`config.mk`:
```
export PLATFORM = sky130hd
export DESIGN_NAME = mat_vec_mult
export DESIGN_NICKNAME = d
export VERILOG_FILES = /design/src/rtl/mat_vec_mult.sv
export SDC_FILE = /design/constraint.sdc
export NUM_CORES = 2
export LEC_CHECK = 0
export BUFFER_PORTS_ARGS = -buffer_cell sky130_fd_sc_hd__buf_2
export CAP_MARGIN = 10
export CORE_ASPECT_RATIO = 1.2
export CORE_UTILIZATION = 45
export DETAILED_ROUTE_END_ITERATION = 6
export PLACE_DENSITY = 0.71
export SLEW_MARGIN = 15
export SYNTH_ARGS = -nofsm -noshare
export SYNTH_HDL_FRONTEND = slang
export SYNTH_SLANG_ARGS = --single-unit
```
`constraint.sdc`:
```
create_clock -name clk -period 11.6 [get_ports clk]
set_clock_uncertainty 0.05 [all_clocks]
set_input_delay 0 -clock clk [delete_from_list [all_inputs] [get_ports clk]]
set_output_delay 0 -clock clk [all_outputs]
set_load 0.05 [all_outputs]
```
`src/rtl/mat_vec_mult.sv`:
```
// 8-row matrix-vector multiply: row/vector FIFOs feed a skewed systolic chain of MACs.
// Optional MAT_VEC_MULT_OUT_REG_EN: registered outputs loaded when done rises.
module mat_vec_mult #(
  parameter int DEPTH      = 8,
  parameter int DATA_WIDTH = 8
) (
  input  logic                                clk,
  input  logic                                rst,
  input  logic                                Clr,
  input  logic                                a_wren,
  input  logic [7:0][DATA_WIDTH-1:0]          a_fifo_in,
  input  logic                                b_wren,
  input  logic [DATA_WIDTH-1:0]               b_fifo_in,
  output logic [7:0][3*DATA_WIDTH-1:0]        out,
  output logic                                done,
  output logic [1:0]                          state_dbg
);

  localparam int ROWS = 8;
  localparam int PW   = 2 * DATA_WIDTH;
  localparam int RW   = 3 * DATA_WIDTH;
  localparam int AW   = (DEPTH > 1) ? $clog2(DEPTH) : 1;
  localparam int CW   = $clog2(DEPTH + 1);
  localparam int TW   = $clog2(ROWS + DEPTH);
  localparam int LAST = ROWS + DEPTH - 2;

  typedef enum logic [1:0] {
    LOAD    = 2'd0,
    COMPUTE = 2'd1,
    DONE    = 2'd2
  } state_t;

  state_t state, state_next;
  logic [TW-1:0] step;

  logic [DATA_WIDTH-1:0] a_mem [ROWS][DEPTH];
  logic [DATA_WIDTH-1:0] b_mem [DEPTH];
  logic [AW-1:0]         a_wr_ptr;
  logic [AW-1:0]         a_rd_ptr [ROWS];
  logic [AW-1:0]         b_wr_ptr;
  logic [AW-1:0]         b_rd_ptr;
  logic [CW-1:0]         a_level [ROWS];
  logic [CW-1:0]         b_level;

  logic                  a_push, b_push, a_full, b_full;

  logic                  mac_valid [ROWS];
  logic [DATA_WIDTH-1:0] mac_a     [ROWS];
  logic [DATA_WIDTH-1:0] mac_b     [ROWS];
  logic [PW-1:0]         prod      [ROWS];
  logic [RW-1:0]         acc       [ROWS];
  logic [RW-1:0]         acc_next  [ROWS];
  // Stage registers carrying b and its valid from MAC i to MAC i+1.
  logic                  v_pipe    [ROWS-1];
  logic [DATA_WIDTH-1:0] b_pipe    [ROWS-1];

  function automatic logic [AW-1:0] ptr_inc(input logic [AW-1:0] p);
    return (p == AW'(DEPTH - 1)) ? '0 : p + AW'(1);
  endfunction

  always_comb begin
    a_full = 1'b1;
    for (int i = 0; i < ROWS; i++) begin
      if (a_level[i] != CW'(DEPTH)) a_full = 1'b0;
    end
    b_full = (b_level == CW'(DEPTH));
    a_push = a_wren && (state == LOAD) && (a_level[0] != CW'(DEPTH));
    b_push = b_wren && (state == LOAD) && !b_full;
  end

  always_comb begin
    state_next = state;
    case (state)
      LOAD:    if (a_full && b_full) state_next = COMPUTE;
      COMPUTE: if (step == TW'(LAST)) state_next = DONE;
      DONE:    state_next = DONE;
      default: state_next = LOAD;
    endcase
  end

  // MAC 0 takes b from the FIFO head; MAC i>0 takes it one stage later.
  always_comb begin
    for (int i = 0; i < ROWS; i++) begin
      if (i == 0) begin
        mac_valid[i] = (state == COMPUTE) && (step < TW'(DEPTH));
        mac_b[i]     = b_mem[b_rd_ptr];
      end else begin
        mac_valid[i] = v_pipe[i-1];
        mac_b[i]     = b_pipe[i-1];
      end
      mac_a[i]    = a_mem[i][a_rd_ptr[i]];
      prod[i]     = PW'(mac_a[i]) * PW'(mac_b[i]);
      acc_next[i] = mac_valid[i] ? acc[i] + RW'(prod[i]) : acc[i];
    end
  end

  always_ff @(posedge clk) begin
    if (a_push) begin
      for (int i = 0; i < ROWS; i++) a_mem[i][a_wr_ptr] <= a_fifo_in[i];
    end
    if (b_push) b_mem[b_wr_ptr] <= b_fifo_in;
  end

  always_ff @(posedge clk) begin
    if (rst || Clr) begin
      state    <= LOAD;
      step     <= '0;
      a_wr_ptr <= '0;
      b_wr_ptr <= '0;
      b_rd_ptr <= '0;
      b_level  <= '0;
      for (int i = 0; i < ROWS; i++) begin
        a_rd_ptr[i] <= '0;
        a_level[i]  <= '0;
        acc[i]      <= '0;
      end
      for (int i = 0; i < ROWS - 1; i++) begin
        v_pipe[i] <= 1'b0;
        b_pipe[i] <= '0;
      end
    end else begin
      state <= state_next;
      step  <= (state == COMPUTE) ? step + TW'(1) : '0;

      if (a_push) a_wr_ptr <= ptr_inc(a_wr_ptr);
      if (b_push) begin
        b_wr_ptr <= ptr_inc(b_wr_ptr);
        b_level  <= b_level + CW'(1);
      end else if (mac_valid[0]) begin
        b_rd_ptr <= ptr_inc(b_rd_ptr);
        b_level  <= b_level - CW'(1);
      end

      for (int i = 0; i < ROWS; i++) begin
        if (a_push) begin
          a_level[i] <= a_level[i] + CW'(1);
        end else if (mac_valid[i]) begin
          a_rd_ptr[i] <= ptr_inc(a_rd_ptr[i]);
          a_level[i]  <= a_level[i] - CW'(1);
        end
        acc[i] <= acc_next[i];
      end

      for (int i = 0; i < ROWS - 1; i++) begin
        v_pipe[i] <= mac_valid[i];
        b_pipe[i] <= mac_b[i];
      end
    end
  end

`ifdef MAT_VEC_MULT_OUT_REG_EN
  logic [RW-1:0] out_reg [ROWS];

  // Captured from acc_next so the final products land on the same edge as done.
  always_ff @(posedge clk) begin
    if (rst || Clr) begin
      for (int i = 0; i < ROWS; i++) out_reg[i] <= '0;
    end else if ((state == COMPUTE) && (state_next == DONE)) begin
      for (int i = 0; i < ROWS; i++) out_reg[i] <= acc_next[i];
    end
  end

  always_comb begin
    for (int i = 0; i < ROWS; i++) out[i] = out_reg[i];
  end
`else
  always_comb begin
    for (int i = 0; i < ROWS; i++) out[i] = acc[i];
  end
`endif

  assign done      = (state == DONE);
  assign state_dbg = state;

endmodule

```
### Word level (Yosys, flattened, before mapping)

Memories as Yosys holds them, arrays and structs flattened. A register that Yosys moved wholly into a read port is not among the register bits.
Index checks and enable logic that the tools add are counted.

| word-level totals | value |
|---|---|
| memories kept | 7 |
| word-level logic and storage cells | 313 |
| flip-flop bits (word level) | 19 |
| input port bits | 77 |
| bits in writable memories | 887 |
| output and inout port bits | 195 |

| cells by class | value |
|---|---|
| $lt $le $gt $ge | 11 |
| $add $sub $neg | 38 |
| reduce and logical (&&, ||, !) cells | 14 |
| multiply operators | 8 |
| bitwise gates (word level) | 57 |
| equal/unequal tests | 25 |
| mux-type cells | 147 |

Memory list:

| memory | words | bits a word | rd ports | clocked after memory_dff | write ports | line | RTL |
|---|---|---|---|---|---|---|---|
| a_mem | 8 | 64 | 8 | 0 | 8 | 36 | `logic [DATA_WIDTH-1:0] a_mem [ROWS][DEPTH];` |
| acc | 8 | 24 | 8 | 0 | 8 | 51 | `logic [RW-1:0] acc [ROWS];` |
| b_mem | 8 | 8 | 1 | 1 | 1 | 37 | `logic [DATA_WIDTH-1:0] b_mem [DEPTH];` |
| b_pipe | 7 | 8 | 7 | 0 | 7 | 55 | `logic [DATA_WIDTH-1:0] b_pipe [ROWS-1];` |
| a_level | 8 | 4 | 8 | 0 | 8 | 42 | `logic [CW-1:0] a_level [ROWS];` |
| a_rd_ptr | 8 | 3 | 8 | 0 | 8 | 39 | `logic [AW-1:0] a_rd_ptr [ROWS];` |
| 1 more memories | - | - | - | - | - | - |  |

Operators with widths:

| operator | number |
|---|---|
| $mux W24 | 16 |
| $add A24 B16 Y24 | 8 |
| $bmux W8 S3 | 8 |
| $mux W8 | 24 |
| $mul A8 B8 Y16 | 8 |
| $mux W4 | 18 |
| $mux W64 | 1 |
| $mux W3 | 21 |
| $mux W1 | 55 |
| $or A1 B1 Y1 | 46 |
| $add A4 B1 Y4 const B | 10 |
| $ge A4 B4 Y1 const B | 9 |
| $not A3 Y4 | 9 |
| $sub A4 B1 Y4 const B | 9 |
| $add A3 B1 Y3 const B | 11 |
| $eq A3 B3 Y1 const B | 11 |
| $ne A4 B4 Y1 const B | 8 |
| $demux W8 S3 | 1 |
| $eq A4 B4 Y1 const B | 2 |
| $logic_and A1 B1 Y1 | 7 |
| $pmux W2 S3 | 1 |
| $lt A4 B1 Y1 const B | 1 |
| $lt A4 B4 Y1 const B | 1 |
| $mux W2 | 2 |
| other kinds (11) | 13 |

### Logic depth before layout (Yosys ltp)

| depth | value |
|---|---|
| depth after elaboration | 12 |
| gate-level depth with buffers | 23 |
| gate-level depth less buffers | 21 |

### Least setup slack after synthesis

No wires, ideal clock.

| timing | value |
|---|---|
| path type | register to register |
| start point | reg state[0] (netlist: state_dbg[0]) |
| end point | mem a_mem[0][104] (netlist name) (enable) |
| path slack | 2.975 ns |
| data arrival time | 7.909 ns |
| cell stages (with the launch flop) | 6 |
| library setup time | 0.666 ns |
| period minus slack after synthesis | 8.625 ns |
| buffers on the path | 1 |
| required time | 10.884 ns |
| path through | dfxtp_1 > inv_1 > ha_1 > nand3_2 > clkbuf_1 > nor4b_1 |

RTL lines:

| element | line | RTL |
|---|---|---|
| from (decl) | 33 | `state_t state, state_next;` |
| from (signal assigned) | 122 | `state <= state_next;` |
| to (decl) | 36 |  |

==> impl_metrics.csv <==
group,metric,value,unit
global_routing,initial_antenna_violation_count,19,
pwr,clockPowerShare,42.5,%
die,placeableCoreArea,0.124,mm²
placed_design,count_of_input_and_output_buffers,271,
pwr,sequentialPowerShare,46.4,%
pwr,combPwrFrac,11.1,%
timing,finalHoldViolations,0,
synthesis,synth.yosys.seq_area_share,43.5,%
detailed_routing,avgRoutedWirePerCell,19.9,µm
detailed_routing,initialDrtViolationCount,2167,
synthesis,synth.area.top_cells,"sky130_fd_sc_hd__edfxtp_1 (34%), sky130_fd_sc_hd__fa_1 (15%), sky130_fd_sc_hd__dfxtp_1 (9.8%)",
pwr,power_switching,0.00190,W
final_layout,mostFrequentLayoutCell,"sky130_fd_sc_hd__inv_1",
die,die_h,390,µm
worst_setup_path,cp.required,12.13,ns
cts,tritoncts.num_buffers,95,
timing,worst_hold_slack,0.0586,ns
cts,clk_path_buf_depth,3,
detailed_routing,route.detailed.drc,0,
timing,max-slew-margin-rel,24.2,%
cts,clkLatencyLatePin,0.71,ns
timing,tightest_slew,1.11,ns
worst_setup_path,worstPathArrival,7.27,ns
worst_setup_path,setup.worst_path.end_class,"flip-flop",
worst_setup_path,most_used_cell_cp,"sky130_fd_sc_hd__fa_1",
cts,cts.sinks,909,
synthesis,count_of_flip_flops_with_a_built_in_enable_after_synthesis,632,
min_path,worstHoldPathType,"primary input to flip-flop",
pwr,intPower,0.00576,W
worst_setup_path,critPathSlowestCell,"sky130_fd_sc_hd__edfxtp_1",
pwr,power.leakage,27.1,nW
synthesis,post-synth-top-area-fraction,33.7,%
die,dieWidth,325,µm
final_layout,most-common-layout-cells,"sky130_fd_sc_hd__inv_1 (835), sky130_fd_sc_hd__edfxtp_1 (632), sky130_fd_sc_hd__fa_1 (408)",
synthesis,synthesis.nets,5619,
synthesis,syn-instance-count,4759,
placed_design,final_estimated_routing_congestion_in_global_placement,0.854,
cts,htree_levels,3,
synthesis,yosys.area.top_type,"sky130_fd_sc_hd__edfxtp_1",
final_layout,layout.nets,5986,
timing,finalMaxSlewViolations,0,
pwr,power_per_cell_area,120,mW/mm²
worst_setup_path,timing.setup.critical_path_class,"flip-flop to flip-flop",
synthesis,postSynth.topFlopCell,"sky130_fd_sc_hd__edfxtp_1",
die,start_util,45.5,%
global_routing,grt_max_degree,171,
die,design.portCount,272,
final_layout,drive_gt1_share,13.1,%
global_routing,globalRouteTotalUtil,21.9,%
cts,ctsRootBufferMaster,"sky130_fd_sc_hd__clkbuf_16",
synthesis,synth_cell_types,82,
final_layout,flow.area_growth_from_synthesis,13.4,%
worst_setup_path,crit_path_max_fanout,18,
timing,final-setup-viol-count,0,
synthesis,postSynthAreaPerCell,11.8,µm²
worst_setup_path,largest_incremental_delay_on_the_critical_path,1.04,ns
synthesis,number_of_flip_flops_and_latches_in_the_synthesized_netlist,909,
timing,grt_setup_unrepaired,"no",
cts,cts_tree,"done",
global_routing,grt_pass1_wl,214000,µm
detailed_routing,detailedRoute.firstPassIterationCount,7,
global_routing,gr-total-overflow,0,
die,die_footprint,0.127,mm²
timing,final_min_period_over_clock_period,58.1,%
worst_setup_path,worst_setup_path_start_kind,"flip-flop",
flow_run,max-cap-violations,0,
timing,post-route-min-period,6.74,ns
run_status,status,"finished, final reports clean",
timing,fin_setup_tns,0,ns
detailed_routing,wl,136000,µm
pwr,worst_ir_drop_vdd,0.117,mV
worst_setup_path,crit_chain,"mux4_2 > mux2i_1 > nand2b_1 > fa_1 > fa_1 > inv_1 > fa_1 > inv_1 > fa_1 > inv_1 > ha_1 > a21o_1 > a21o_1 > a221oi_2 > nor3b_2 > o21ai_2 > nor3_1 > or3_1",
placed_design,dp_hpwl,98900,µm
detailed_routing,vias,36363,
synthesis,synthesis.yosys.warnings,0,
detailed_routing,final_antenna_net_count,0,
pwr,sw_frac_of_total,24.8,%
timing,clock.fmax,0.148,GHz
detailed_routing,routed_via_density,5.30,
synthesis,postSynth.asyncResetShare,0,%
cts,path_clk_slew,0.06,ns
synthesis,syn-cell-area,0.0563,mm²
global_routing,grt_pass1_vias,38044,
die,placementRows,141,
[routing by layer]
metal | track usage (%) | part of all wire [%] | vias up
li1 | - | - | 16911
met1 | 27.1 | 41 | 18359
met2 | 38.6 | 51 | 855
met3 | 3.15 | 4.7 | 224
met4 | 8.16 | 3.1 | 14
met5 | 0 | 0.049 | -
[cells in the mapped netlist, types with 44 or more instances]
| master | n |
|---|---|
| sky130_fd_sc_hd__o21ai_0 | 92 |
| sky130_fd_sc_hd__fa_1 | 408 |
| sky130_fd_sc_hd__nand3_1 | 75 |
| sky130_fd_sc_hd__a21oi_1 | 138 |
| sky130_fd_sc_hd__edfxtp_1 | 632 |
| sky130_fd_sc_hd__mux4_2 | 145 |
| sky130_fd_sc_hd__or3_1 | 44 |
| sky130_fd_sc_hd__nor3_1 | 47 |
| sky130_fd_sc_hd__xnor2_1 | 57 |
| sky130_fd_sc_hd__mux2i_1 | 129 |
| sky130_fd_sc_hd__nor2_1 | 230 |
| sky130_fd_sc_hd__clkbuf_1 | 81 |
| sky130_fd_sc_hd__dfxtp_1 | 277 |
| sky130_fd_sc_hd__ha_1 | 375 |
| sky130_fd_sc_hd__and2_1 | 123 |
| sky130_fd_sc_hd__nor2b_1 | 213 |
| sky130_fd_sc_hd__nand2_1 | 250 |
| sky130_fd_sc_hd__nand2b_1 | 118 |
| sky130_fd_sc_hd__inv_1 | 835 |
| sky130_fd_sc_hd__a21o_1 | 54 |
[critical path: cells and delay by family (launching register included)]
family	cells	cell delay, ns
muxes	2	1.30
DFF	1	1.04
and+or+nand+nor	4	0.79
AOI/OAI and AO/OA	4	1.02
buffers and inverters	3	0.16
adders and majority gates	5	2.26
[sequential cells by signal (all words and copies together), names as in the netlist, named ones only]
signal and cells:
b_pipe 56, acc 192, b_wr_ptr 3, b_mem 64
v_pipe 7, a_level 32, state_dbg 2, step 4
a_mem 512, b_level 4, b_rd_ptr 3, a_rd_ptr 24
a_wr_ptr 3
[what timing repair did]
| action | CTS | global route |
|---|---|---|
| resized for setup | 0 | 0 |
| hold endpoints to repair | 594 | 0 |
| hold buffers | 79 | 0 |
| setup buffers | 0 | 0 |
[metrics by stage]
stage | cell area (µm²) | power, W | cells | worst slack, ns | util [%]
2_1_floorplan | 56300 | 0.00421 | 4759 | 2.97 | -
3_3_place_gp | 59600 | 0.00442 | 6591 | 4.88 | 48.2
3_5_place_dp | 59600 | 0.00444 | 6591 | 4.81 | 48.2
4_1_cts | 63800 | 0.00773 | 6849 | 4.79 | 51.6
5_1_grt | 63900 | 0.00795 | 6861 | 4.43 | 51.6
6_report | 63900 | 0.00766 | 6863 | 4.86 | 51.6
[layout make-up]
type                    instances  area (µm²)
well taps                    1644        2060
inverters                     836        3140
clock buffers                 125        2640
fillers                     10573       59800
multi-input cells            2889       28200
repair buffers                395        2530
clock inverters                54         729
flip-flops and latches        909       24500
diodes                         11        27.5
[cell families (layout without fill, tap and decap cells)]
kind of cell | Yosys count | count (layout) | share of synthesized area (%)
compound gates | 492 | 492 | 5.76
xor+xnor | 92 | 92 | 1.43
fa+ha+maj | 783 | 783 | 22.8
buf+inv | 961 | 1410 | 6.45
flops | 909 | 909 | 43.5
mux | 296 | 296 | 8.53
other cells | 0 | 11 | 0
simple gates | 1226 | 1226 | 11.4
[worst paths after layout]
path                                     start           to  slack [ns]  cells after the start
worst max-delay path            a_rd_ptr[0][3]   acc[0][47]        4.86                     18
worst min-delay path              b_fifo_in[3]  b_mem[0][3]        0.06                      2
worst max register to register  a_rd_ptr[0][3]   acc[0][47]        4.86                     18
worst min register to register       acc[0][6]    acc[0][6]        0.42                      2
[power by group through the flow]
stage | clock network, W | logic (W) | registers (W)
after floorplan | 0 | 0.000607 | 0.00360
after global placement | 0 | 0.000794 | 0.00363
after detailed placement | 0 | 0.000811 | 0.00363
after CTS | 0.00332 | 0.000849 | 0.00356
after global routing | 0.00344 | 0.000948 | 0.00356
final | 0.00325 | 0.000850 | 0.00356
No activity file was read; power rests on OpenSTA's default activity.
